## src/rtl/prio_fun_arbiter_if.sv

```systemverilog
// Request/grant bundle between the two profile requesters and the arbiter.
// The master side drives requests; the slave side (the arbiter) returns grants and executor control.
interface prio_fun_arbiter_if #(
   parameter int FW = 3
);
   logic          req_a;
   logic [FW-1:0] fun_a;
   logic          req_b;
   logic [FW-1:0] fun_b;
   logic          prio;
   logic          ack_a;
   logic          ack_b;
   logic          run;
   logic [FW-1:0] fun_out;
   logic [1:0]    owner;
   logic          done;

   modport master (
      output req_a, fun_a, req_b, fun_b, prio,
      input  ack_a, ack_b, run, fun_out, owner, done
   );

   modport slave (
      input  req_a, fun_a, req_b, fun_b, prio,
      output ack_a, ack_b, run, fun_out, owner, done
   );
endinterface

```

## src/rtl/prio_fun_arbiter.sv

```systemverilog
// Shares one functionality executor between profiles A and B; equal codes merge into one run.
// Define ARB_RR_EN to resolve different-code conflicts round-robin instead of by prio.
//
// state | meaning
// IDLE  | arbitrate on sampled requests; also the DONE cycle after a run
// RUN   | executor enabled, down-counter runs HOLD-1 .. 0
module prio_fun_arbiter #(
   parameter int FW   = 3,
   parameter int HOLD = 4
) (
   input logic               clk,
   input logic               rst_n,
   prio_fun_arbiter_if.slave bus
);
   localparam int CW = $clog2(HOLD + 1);

   typedef enum logic {IDLE, RUN} state_t;

   state_t        state_q, state_d;
   logic [CW-1:0] cnt_q, cnt_d;
   logic          run_q, run_d;
   logic          ack_a_q, ack_a_d;
   logic          ack_b_q, ack_b_d;
   logic          done_q, done_d;
   logic [FW-1:0] fun_q, fun_d;
   logic [1:0]    owner_q, owner_d;

   logic conflict;
   logic win_a;
   logic grant_a;
   logic grant_b;

   assign conflict = bus.req_a && bus.req_b && (bus.fun_a != bus.fun_b);

`ifdef ARB_RR_EN
   // Remembers the winner of the last different-code conflict; the loser of it wins the next one.
   logic rr_seen_q;
   logic rr_win_a_q;

   assign win_a = rr_seen_q ? !rr_win_a_q : bus.prio;

   always_ff @(posedge clk or negedge rst_n) begin
      if (!rst_n) begin
         rr_seen_q  <= 1'b0;
         rr_win_a_q <= 1'b0;
      end else if (state_q == IDLE && conflict) begin
         rr_seen_q  <= 1'b1;
         rr_win_a_q <= win_a;
      end
   end
`else
   assign win_a = bus.prio;
`endif

   always_comb begin
      grant_a = 1'b0;
      grant_b = 1'b0;
      if (conflict) begin
         grant_a = win_a;
         grant_b = !win_a;
      end else begin
         grant_a = bus.req_a;
         grant_b = bus.req_b;
      end
   end

   always_comb begin
      state_d = state_q;
      cnt_d   = cnt_q;
      run_d   = run_q;
      fun_d   = fun_q;
      owner_d = owner_q;
      ack_a_d = 1'b0;
      ack_b_d = 1'b0;
      done_d  = 1'b0;
      case (state_q)
         IDLE: begin
            run_d   = 1'b0;
            fun_d   = '0;
            owner_d = 2'b00;
            if (grant_a || grant_b) begin
               state_d = RUN;
               cnt_d   = CW'(HOLD - 1);
               run_d   = 1'b1;
               ack_a_d = grant_a;
               ack_b_d = grant_b;
               fun_d   = grant_a ? bus.fun_a : bus.fun_b;
               owner_d = {grant_b, grant_a};
            end
         end
         RUN: begin
            if (cnt_q == '0) begin
               state_d = IDLE;
               run_d   = 1'b0;
               fun_d   = '0;
               owner_d = 2'b00;
               done_d  = 1'b1;
            end else begin
               cnt_d = cnt_q - CW'(1);
            end
         end
         default: state_d = IDLE;
      endcase
   end

   always_ff @(posedge clk or negedge rst_n) begin
      if (!rst_n) begin
         state_q <= IDLE;
         cnt_q   <= '0;
         run_q   <= 1'b0;
         ack_a_q <= 1'b0;
         ack_b_q <= 1'b0;
         done_q  <= 1'b0;
         fun_q   <= '0;
         owner_q <= 2'b00;
      end else begin
         state_q <= state_d;
         cnt_q   <= cnt_d;
         run_q   <= run_d;
         ack_a_q <= ack_a_d;
         ack_b_q <= ack_b_d;
         done_q  <= done_d;
         fun_q   <= fun_d;
         owner_q <= owner_d;
      end
   end

   assign bus.ack_a   = ack_a_q;
   assign bus.ack_b   = ack_b_q;
   assign bus.run     = run_q;
   assign bus.done    = done_q;
   assign bus.fun_out = fun_q;
   assign bus.owner   = owner_q;
endmodule
```

## src/flat_wrapper.sv

```systemverilog
// flat-port wrapper written by rule: the top's interface ports become plain ports
module prio_fun_arbiter_flat 
#(
   parameter int FW   = 3,
   parameter int HOLD = 4
)
  (clk, rst_n, bus_req_a, bus_fun_a, bus_req_b, bus_fun_b, bus_prio, bus_ack_a, bus_ack_b, bus_run, bus_fun_out, bus_owner, bus_done);
  prio_fun_arbiter_if #(.FW(FW)) bus_i ();
  input logic clk;
  input logic rst_n;
  input wire logic [$bits(bus_i.req_a)-1:0] bus_req_a;
  input wire logic [$bits(bus_i.fun_a)-1:0] bus_fun_a;
  input wire logic [$bits(bus_i.req_b)-1:0] bus_req_b;
  input wire logic [$bits(bus_i.fun_b)-1:0] bus_fun_b;
  input wire logic [$bits(bus_i.prio)-1:0] bus_prio;
  output wire logic [$bits(bus_i.ack_a)-1:0] bus_ack_a;
  output wire logic [$bits(bus_i.ack_b)-1:0] bus_ack_b;
  output wire logic [$bits(bus_i.run)-1:0] bus_run;
  output wire logic [$bits(bus_i.fun_out)-1:0] bus_fun_out;
  output wire logic [$bits(bus_i.owner)-1:0] bus_owner;
  output wire logic [$bits(bus_i.done)-1:0] bus_done;
  assign bus_i.req_a = bus_req_a;
  assign bus_i.fun_a = bus_fun_a;
  assign bus_i.req_b = bus_req_b;
  assign bus_i.fun_b = bus_fun_b;
  assign bus_i.prio = bus_prio;
  assign bus_ack_a = bus_i.ack_a;
  assign bus_ack_b = bus_i.ack_b;
  assign bus_run = bus_i.run;
  assign bus_fun_out = bus_i.fun_out;
  assign bus_owner = bus_i.owner;
  assign bus_done = bus_i.done;
  prio_fun_arbiter #(.FW(FW), .HOLD(HOLD)) u_core (.clk(clk), .rst_n(rst_n), .bus(bus_i));
endmodule
```

## config.mk

```make
export PLATFORM = sky130hd
export DESIGN_NAME = prio_fun_arbiter_flat
export DESIGN_NICKNAME = d
export VERILOG_FILES = /design/src/rtl/prio_fun_arbiter_if.sv /design/src/rtl/prio_fun_arbiter.sv /design/src/flat_wrapper.sv
export SDC_FILE = /design/constraint.sdc
export NUM_CORES = 1
export LEC_CHECK = 0
export BUFFER_PORTS_ARGS = -buffer_cell sky130_fd_sc_hd__buf_4
export CAP_MARGIN = 20
export CORE_UTILIZATION = 48
export DETAILED_ROUTE_END_ITERATION = 8
export GPL_TIMING_DRIVEN = 1
export PLACE_DENSITY = 0.75
export SYNTH_ARGS = -nofsm -noshare
export SYNTH_HDL_FRONTEND = slang
export SYNTH_SLANG_ARGS = --single-unit
```

## constraint.sdc

```tcl
create_clock -name clk -period 1.7 [get_ports clk]
set_input_delay 0.255 -clock clk [delete_from_list [all_inputs] [get_ports clk]]
set_output_delay 0.255 -clock clk [all_outputs]
set_load 0.05 [all_outputs]
```

# Yosys cells after proc, flatten, opt, wreduce, memory -nomap -nowiden
# Cells that the tools add are included.
# classes
n_addsub	1
n_eq_ne	4
n_mux	23
bitwise	1
n_reduce_logical	6
# op_table
op	count
3-bit two-way mux	5
3-bit case mux with 2 select lines	2
1-bit two-way mux	11
2-bit two-way mux	2
2-bit inequality test, second input constant	2
1-bit case mux with 2 select lines	2
2-bit case mux with 2 select lines	1
3-bit logical NOT	1
3-bit inequality test	1
3-bit by 1-bit subtractor with 3-bit output, second input constant	1
1-bit logical AND	2
2-bit by 1-bit inequality test with 1-bit output, second input constant	1
2-bit AND reduction	1
1-bit logical NOT	1
1-bit logical OR	1
1-bit NOT	1
# word_totals
register_bits	13
input_bits	11
out_inout_bits	9
wordCells	43

# Logic depth before layout (Yosys ltp)
# Gate-level depths: netlist of run 1.
# logic_depth
ltp_word	6
ltp_mapped	7
depth_no_buf	7

# Least setup slack after synthesis of run 1
# OpenSTA, ideal clock, no wires.
# synth_timing
path_kind	register -> register
start	reg u_core.cnt_q[0]
end	reg u_core.cnt_q[1]
setup_time_ns	0.087
t_arrival_ns	1.324
required_time_ns	1.613
path_slack_ns	0.289
path_stages_with_launch	7
n_path_buf	0
period_less_slack_ns	1.411
cell_sequence	dfrtp_1 inv_1 ha_1 ha_1 and2_1 or2_1 a22oi_1
# synth_between
elab_chain_len	3
word_cells_on_any_way	6
cone_classes	1 x add/sub; 1 x eq/ne; 2 x mux; 2 x reduce/logical
# synth_rtl
item	line_no	source
from (decl)	prio_fun_arbiter.sv:20	logic [CW-1:0] cnt_q, cnt_d;
from (signal assigned)	prio_fun_arbiter.sv:118	cnt_q <= cnt_d;
3-bit by 1-bit subtractor with 3-bit output / 3-bit logical NOT (equally long branches)	prio_fun_arbiter.sv:99, prio_fun_arbiter.sv:92	
3-bit two-way mux / 2-bit inequality test (equally long branches)	--	
3-bit case mux with 2 select lines / 2-bit AND reduction (equally long branches)	--	
# Several ways; a longest one is shown, not always the timed one. The select of a mux whose other input is x is not followed.
# A chain may end at the register's enable or synchronous reset.

# Worst setup path after layout of run 1
# Ends and elaborated chain as after synthesis.

==> results of run 1 <==
==> per-layer routing <==
metal,up-vias,wire (µm),GRT usage [%]
met4,0,9,2.59
met5,-,0,0
met1,245,602,23.9
met3,2,48,5.20
li1,265,-,-
met2,11,640,37.5
==> cell type report <==
class / count / area (µm²) / share of cell area [%]
clock buffer: 4 / 26.3 / 3.09
sequential: 13 / 325 / 38.3
tap: 14 / 17.5 / 2.06
inverter: 4 / 15.0 / 1.77
multi-input combinational: 44 / 305 / 35.9
timing repair buffer: 21 / 160 / 18.9
==> Yosys cell counts <==
cell	instances	share of area, %
a21oi_1	3	2.3
a22oi_1	1	1.1
a311o_1	2	3.0
a31oi_1	2	1.9
a32oi_1	1	1.3
and2_1	2	1.9
and4bb_1	1	1.9
buf_4	1	1.1
clkbuf_1	1	0.57
dfrtp_1	13	50
ha_1	2	3.8
inv_1	3	1.7
inv_2	1	0.57
mux2i_1	1	1.5
nand2_1	6	3.4
nand2b_1	7	6.7
nor2_1	2	1.1
nor2b_1	2	1.9
nor3_2	1	1.5
nor4bb_1	1	1.5
o211ai_1	2	2.3
o21ai_1	4	3.0
or2_1	1	0.95
xnor2_1	2	2.7
xnor2_2	1	2.5
==> cells by family (layout without fill, tap and decap cells) <==
group / Yosys count / in the layout / share of synthesized area (%)
buf+inv: 6 / 29 / 4.00
fa+ha+maj: 2 / 2 / 3.81
flops: 13 / 13 / 49.5
compound gates: 15 / 15 / 15.0
xor+xnor: 3 / 3 / 5.14
simple gates: 23 / 23 / 21.0
mux: 1 / 1 / 1.52
==> what timing repair did <==
| item | CTS | global route |
|---|---|---|
| hold endpoints to repair | 13 | 0 |
| resized for setup | 0 | 0 |
| hold buffers | 1 | 0 |
==> registers in the layout, indices dropped and copies added (netlist names) <==
signal              count
u_core.state_q          1
u_core.bus.ack_a        1
u_core.bus.fun_out      3
u_core.cnt_q            3
u_core.bus.done         1
u_core.bus.owner        2
u_core.bus.ack_b        1
u_core.bus.run          1
==> power groups by stage <==
stage                     Clock, mW  Combinational [mW]  Sequential [mW]
after detailed placement          0               0.784            0.523
after global placement            0               0.778            0.519
after CTS                     0.192               0.793            0.517
final                         0.187               0.787            0.514
after floorplan                   0               0.342            0.733
after global routing          0.210               0.859            0.530
==> final timing paths <==
| kind | from | end | cells past startpoint |
|---|---|---|---|
| max in group asynchronous | rst_n | u_core.bus.fun_out[2] | 2 |
| worst max register to register | u_core.cnt_q[0] | u_core.cnt_q[1] | 6 |
| worst max-delay path | u_core.cnt_q[0] | u_core.cnt_q[1] | 6 |
| worst min register to register | u_core.cnt_q[0] | u_core.cnt_q[0] | 1 |
| worst min-delay path | bus_fun_a[1] | u_core.bus.fun_out[1] | 3 |
| min in group asynchronous | rst_n | u_core.cnt_q[1] | 2 |
==> tightest hold or removal path: cells and delay by family <==
| kind | cells | cell delay [ns] |
|---|---|---|
| simple gates | 1 | 0.05 |
| compound gates | 1 | 0.07 |
| buf+inv | 1 | 0.12 |
==> stage by stage <==
step / hold WS [ns] / power, mW / worst slack (ns)
4_1_cts: 0.267 / 1.50 / 0.169
5_1_grt: 0.279 / 1.60 / 0.0931
6_report: 0.273 / 1.49 / 0.179
3_3_place_gp: 0.106 / 1.30 / 0.257
2_1_floorplan: -0.0406 / 1.07 / 0.289
3_5_place_dp: 0.109 / 1.31 / 0.196
==> flow_metrics.tcl, run 1 <==
set metrics [dict create \
    p_seq_share_pct 34.5 \
    place_area_um2 813 \
    yosysSeqAreaShare_pct 49.5 \
    syn_area_per_cell_um2 10.4 \
    syn_area_um2 657 \
    clkLatencyLatePin_ns 0.27 \
    critPathBufInv 1 \
    wl_per_cell_um 13.0 \
    utilization_pct 71.6 \
    numCtsBuffers 3 \
    die_area_um2 1520 \
    vias 523 \
    dpl.hpwl_um 1000 \
    rsz0062_at_grt "false" \
    sw_frac_of_total_pct 44.9 \
    cts_root_buf "clkbuf_4" \
    cts.sinks 13 \
    power.density_nw_per_um2 1750 \
    firstDrtPassIters 2 \
    syn_nets 76 \
    die_h_um 39.0 \
    globalRouteOverflowTotal 0 \
    crit_chain "inv_1, ha_1, ha_1, and2_1, or2_1, a22oi_1" \
    power.internal_uw 820 \
    core_area_um2 1190 \
    drv_cap 0 \
    ys_seq_elements 13 \
    layout_common_cells "buf_4, dfrtp_1, nand2b_1" \
    max_freq_ghz 0.658 \
    gp_congestion 0.748 \
    initial_utilization_pct 55.4 \
    io_buffers 19 \
    cp.arrival_ns 1.71 \
    yosys.cell_types.count 25 \
    nets 100 \
    wl_um 1300 \
    placed_cells 95 \
    hold_viol 0 \
    antenna_left 0 \
    die_width_um 39.0 \
    nFillCells 89 \
    cts_tree "built" \
    grt_start_max_net_pins 14 \
    crit_fanout 3 \
    diodes 0 \
    boundaryPins 20 \
    setup_viol 0 \
    p_comb_share_pct 52.9 \
    final_common_cell "buf_4" \
    grt_pass1_wl_um 2110 \
    drive_gt1_share_pct 30.2 \
    antenna_found_initial 0 \
    worst_pin_slew_ns 0.352 \
    htreeDepth 1 \
    num_rows 12 \
    drcViolationCount 0 \
    syn-instance-count 63 \
    r2r_setup_slack_ns 0.18 \
    ys_warn_count 0 \
    pwr-share-clk_pct 12.6 \
    clk_pin_slew_ns 0.08 \
    critPathRequiredTime_ns 1.89 \
    relSlewSlack_pct 76.4 \
    endpoint_kind "register" \
    cp_top_family "simple AND/OR/NAND/NOR gates" \
    post-route-period-util_pct 89.5 \
    fin_area_um2 850 \
    post_cts_buffers 0 \
    tns_ns 0 \
    power_switching_uw 667 \
    track_usage_pct 20.4 \
    cp-start-kind "register" \
    drtIter0Drc 4 \
    clock_skew_ns 0.00636 \
    peakVddDrop_mv 1.04 \
    p_leak_nw 0.410 \
    crit_type "reg2reg" \
    outcome "finished clean" \
    final_cells 100 \
    grt_pass1_vias 501 \
    cts.path.max_buffers 2 \
    fin_crit_ns 1.52 \
    area_growth_pct 29.3 \
    max_stage_delay_ns 0.37 \
    crit_top_cell "ha_1" \
    cpMaxStageDelayCell "dfrtp_1" \
    via_per_inst 5.23 \
    final-max-slew-violation-count 0 \
    hold_path.class "in2reg" \
]
No activity file was read; power rests on OpenSTA's default activity.
==> run 2: changes to the inputs <==
--- a/config.mk
+++ b/config.mk
@@ -5,6 +5,7 @@
 export SDC_FILE = /design/constraint.sdc
 export NUM_CORES = 1
 export LEC_CHECK = 0
+export ABC_AREA = 1
 export BUFFER_PORTS_ARGS = -buffer_cell sky130_fd_sc_hd__buf_4
 export CAP_MARGIN = 20
 export CORE_UTILIZATION = 48
@@ -14,3 +15,4 @@
 export SYNTH_ARGS = -nofsm -noshare
 export SYNTH_HDL_FRONTEND = slang
 export SYNTH_SLANG_ARGS = --single-unit
+export TNS_END_PERCENT = 100
==> flow_metrics.tcl, run 2 <==
set metrics [dict create \
    drcViolationCount 0 \
    die_h_um 39.2 \
    worst_pin_slew_ns 0.207 \
    dpl.hpwl_um 967 \
    hold_path.class "in2reg" \
    power.density_nw_per_um2 1780 \
    grt_start_max_net_pins 14 \
    yosys.cell_types.count 17 \
    io_buffers 19 \
    endpoint_kind "register" \
    power_mw 1.53 \
    area_growth_pct 29.7 \
    die_width_um 39.2 \
    wl_per_cell_um 10.5 \
    peakVddDrop_mv 1.00 \
    antenna_found_initial 0 \
    diodes 0 \
    globalRouteOverflowTotal 0 \
    cts_root_buf "clkbuf_4" \
    p_leak_nw 0.499 \
    grt_pass1_vias 530 \
    antenna_left 0 \
    critPathRequiredTime_ns 1.85 \
    cts_tree "built" \
    boundaryPins 20 \
    syn_area_per_cell_um2 8.53 \
    clk_pin_slew_ns 0.08 \
    fin_crit_ns 1.39 \
    setup_viol 0 \
    post-route-period-util_pct 82.0 \
    syn_area_um2 666 \
    synthArstFlopShare_pct 100 \
    initial_utilization_pct 51.2 \
    crit_type "reg2reg" \
    syn_nets 91 \
    drive_gt1_share_pct 35.3 \
    final-max-slew-violation-count 0 \
    cts.path.max_buffers 2 \
    cp-start-kind "register" \
    firstDrtPassIters 2 \
    wl_um 1230 \
    synth_edf_count 0 \
    clkLatencyLatePin_ns 0.27 \
    r2r_setup_slack_ns 0.31 \
    drv_cap 0 \
    die_area_um2 1540 \
    synth_top_area_share_pct 48.9 \
    synth-main-ff-cell "dfrtp_1" \
    ys_seq_elements 13 \
    syn-instance-count 78 \
    track_usage_pct 22.3 \
    drtIter0Drc 10 \
    nets 116 \
    crit_fanout 9 \
    vias 558 \
    synth_most_common_cell "nand2_1" \
    core_area_um2 1300 \
    cp.arrival_ns 1.54 \
    ys_warn_count 0 \
    cts.sinks 13 \
    relSlewSlack_pct 86.2 \
    layout_common_cells "nand2_1, buf_4, inv_1, dfrtp_1, nand3_1" \
    numCtsBuffers 3 \
    tns_ns 0 \
    max_freq_ghz 0.717 \
    outcome "finished clean" \
    post_cts_buffers 0 \
    clock_skew_ns 0.00582 \
    synth_top_area_cell "dfrtp_1" \
    rsz0062_at_grt "false" \
    grt_pass1_wl_um 2180 \
    final_common_cell "nand2_1" \
    hold_viol 0 \
    num_rows 13 \
    yosysSeqAreaShare_pct 48.9 \
    gp_congestion 0.673 \
    via_per_inst 4.77 \
    synthTopCellsByArea "dfrtp_1, nand2_1, inv_1" \
    synth_common_cells "nand2_1, dfrtp_1, inv_1" \
    htreeDepth 1 \
]
## run 2: final timing paths
path                                  from             endpoint  cells after the start
setup / recovery           u_core.cnt_q[0]      u_core.cnt_q[0]                      7
hold / removal                   bus_req_b       u_core.bus.run                      3
setup reg to reg           u_core.cnt_q[0]      u_core.cnt_q[0]                      7
hold reg to reg             u_core.bus.run       u_core.bus.run                      2
max in group asynchronous            rst_n      u_core.cnt_q[1]                      2
min in group asynchronous            rst_n  u_core.bus.owner[1]                      2
## run 2: critical path, stage by stage, from the launching register on
cell	delay (ns)
dfrtp_1	0.36
inv_1	0.05
ha_1	0.20
ha_1	0.22
nor2_4	0.22
inv_1	0.09
nand2_1	0.06
o21ai_0	0.08
## run 2: routing by layer
layer  routed length, µm  GRT usage [%]
met1                 532           26.2
met2                 624           36.7
met3                  68           8.67
met4                   0           7.76
met5                   0              0
## run 2: timing repair
| item | CTS | global route |
|---|---|---|
| hold endpoints to repair | 13 | 0 |
| hold buffers | 1 | 0 |
| resized for setup | 0 | 0 |
## run 2: kinds of logic (layout without fill, tap and decap cells)
family / after synthesis / in the layout / synth area share (%)
compound gates: 6 / 6 / 7.14
fa+ha+maj: 2 / 2 / 3.76
buf+inv: 17 / 41 / 9.77
flops: 13 / 13 / 48.9
simple gates: 40 / 40 / 30.5
## run 2: report_power, final
group	switching [mW]	leakage [nW]	internal (mW)
Combinational	0.565	0.322	0.273
Clock	0.0962	0.0150	0.0909
Sequential	0.0684	0.162	0.439
Total	0.730	0.499	0.803
## run 2: area by class of cell
class | instances | area, µm²
Clock buffer | 4 | 26.3
Fill cell | 118 | 438
Multi-Input combinational cell | 48 | 275
Timing Repair Buffer | 20 | 153
Sequential cell | 13 | 325
Tap cell | 15 | 18.8
Inverter | 17 | 65.1
## run 2: stage by stage
step           area (µm²)  hold WS [ns]  setup slack, ns  cells  util, %
3_3_place_gp          827         0.104            0.372    112     63.6
4_1_cts               863         0.229            0.299    117     66.3
2_1_floorplan         666       -0.0406            0.429     78        -
6_report              863         0.234            0.306    117     66.3
5_1_grt               863         0.250            0.193    117     66.3
3_5_place_dp          827         0.107            0.309    112     63.6
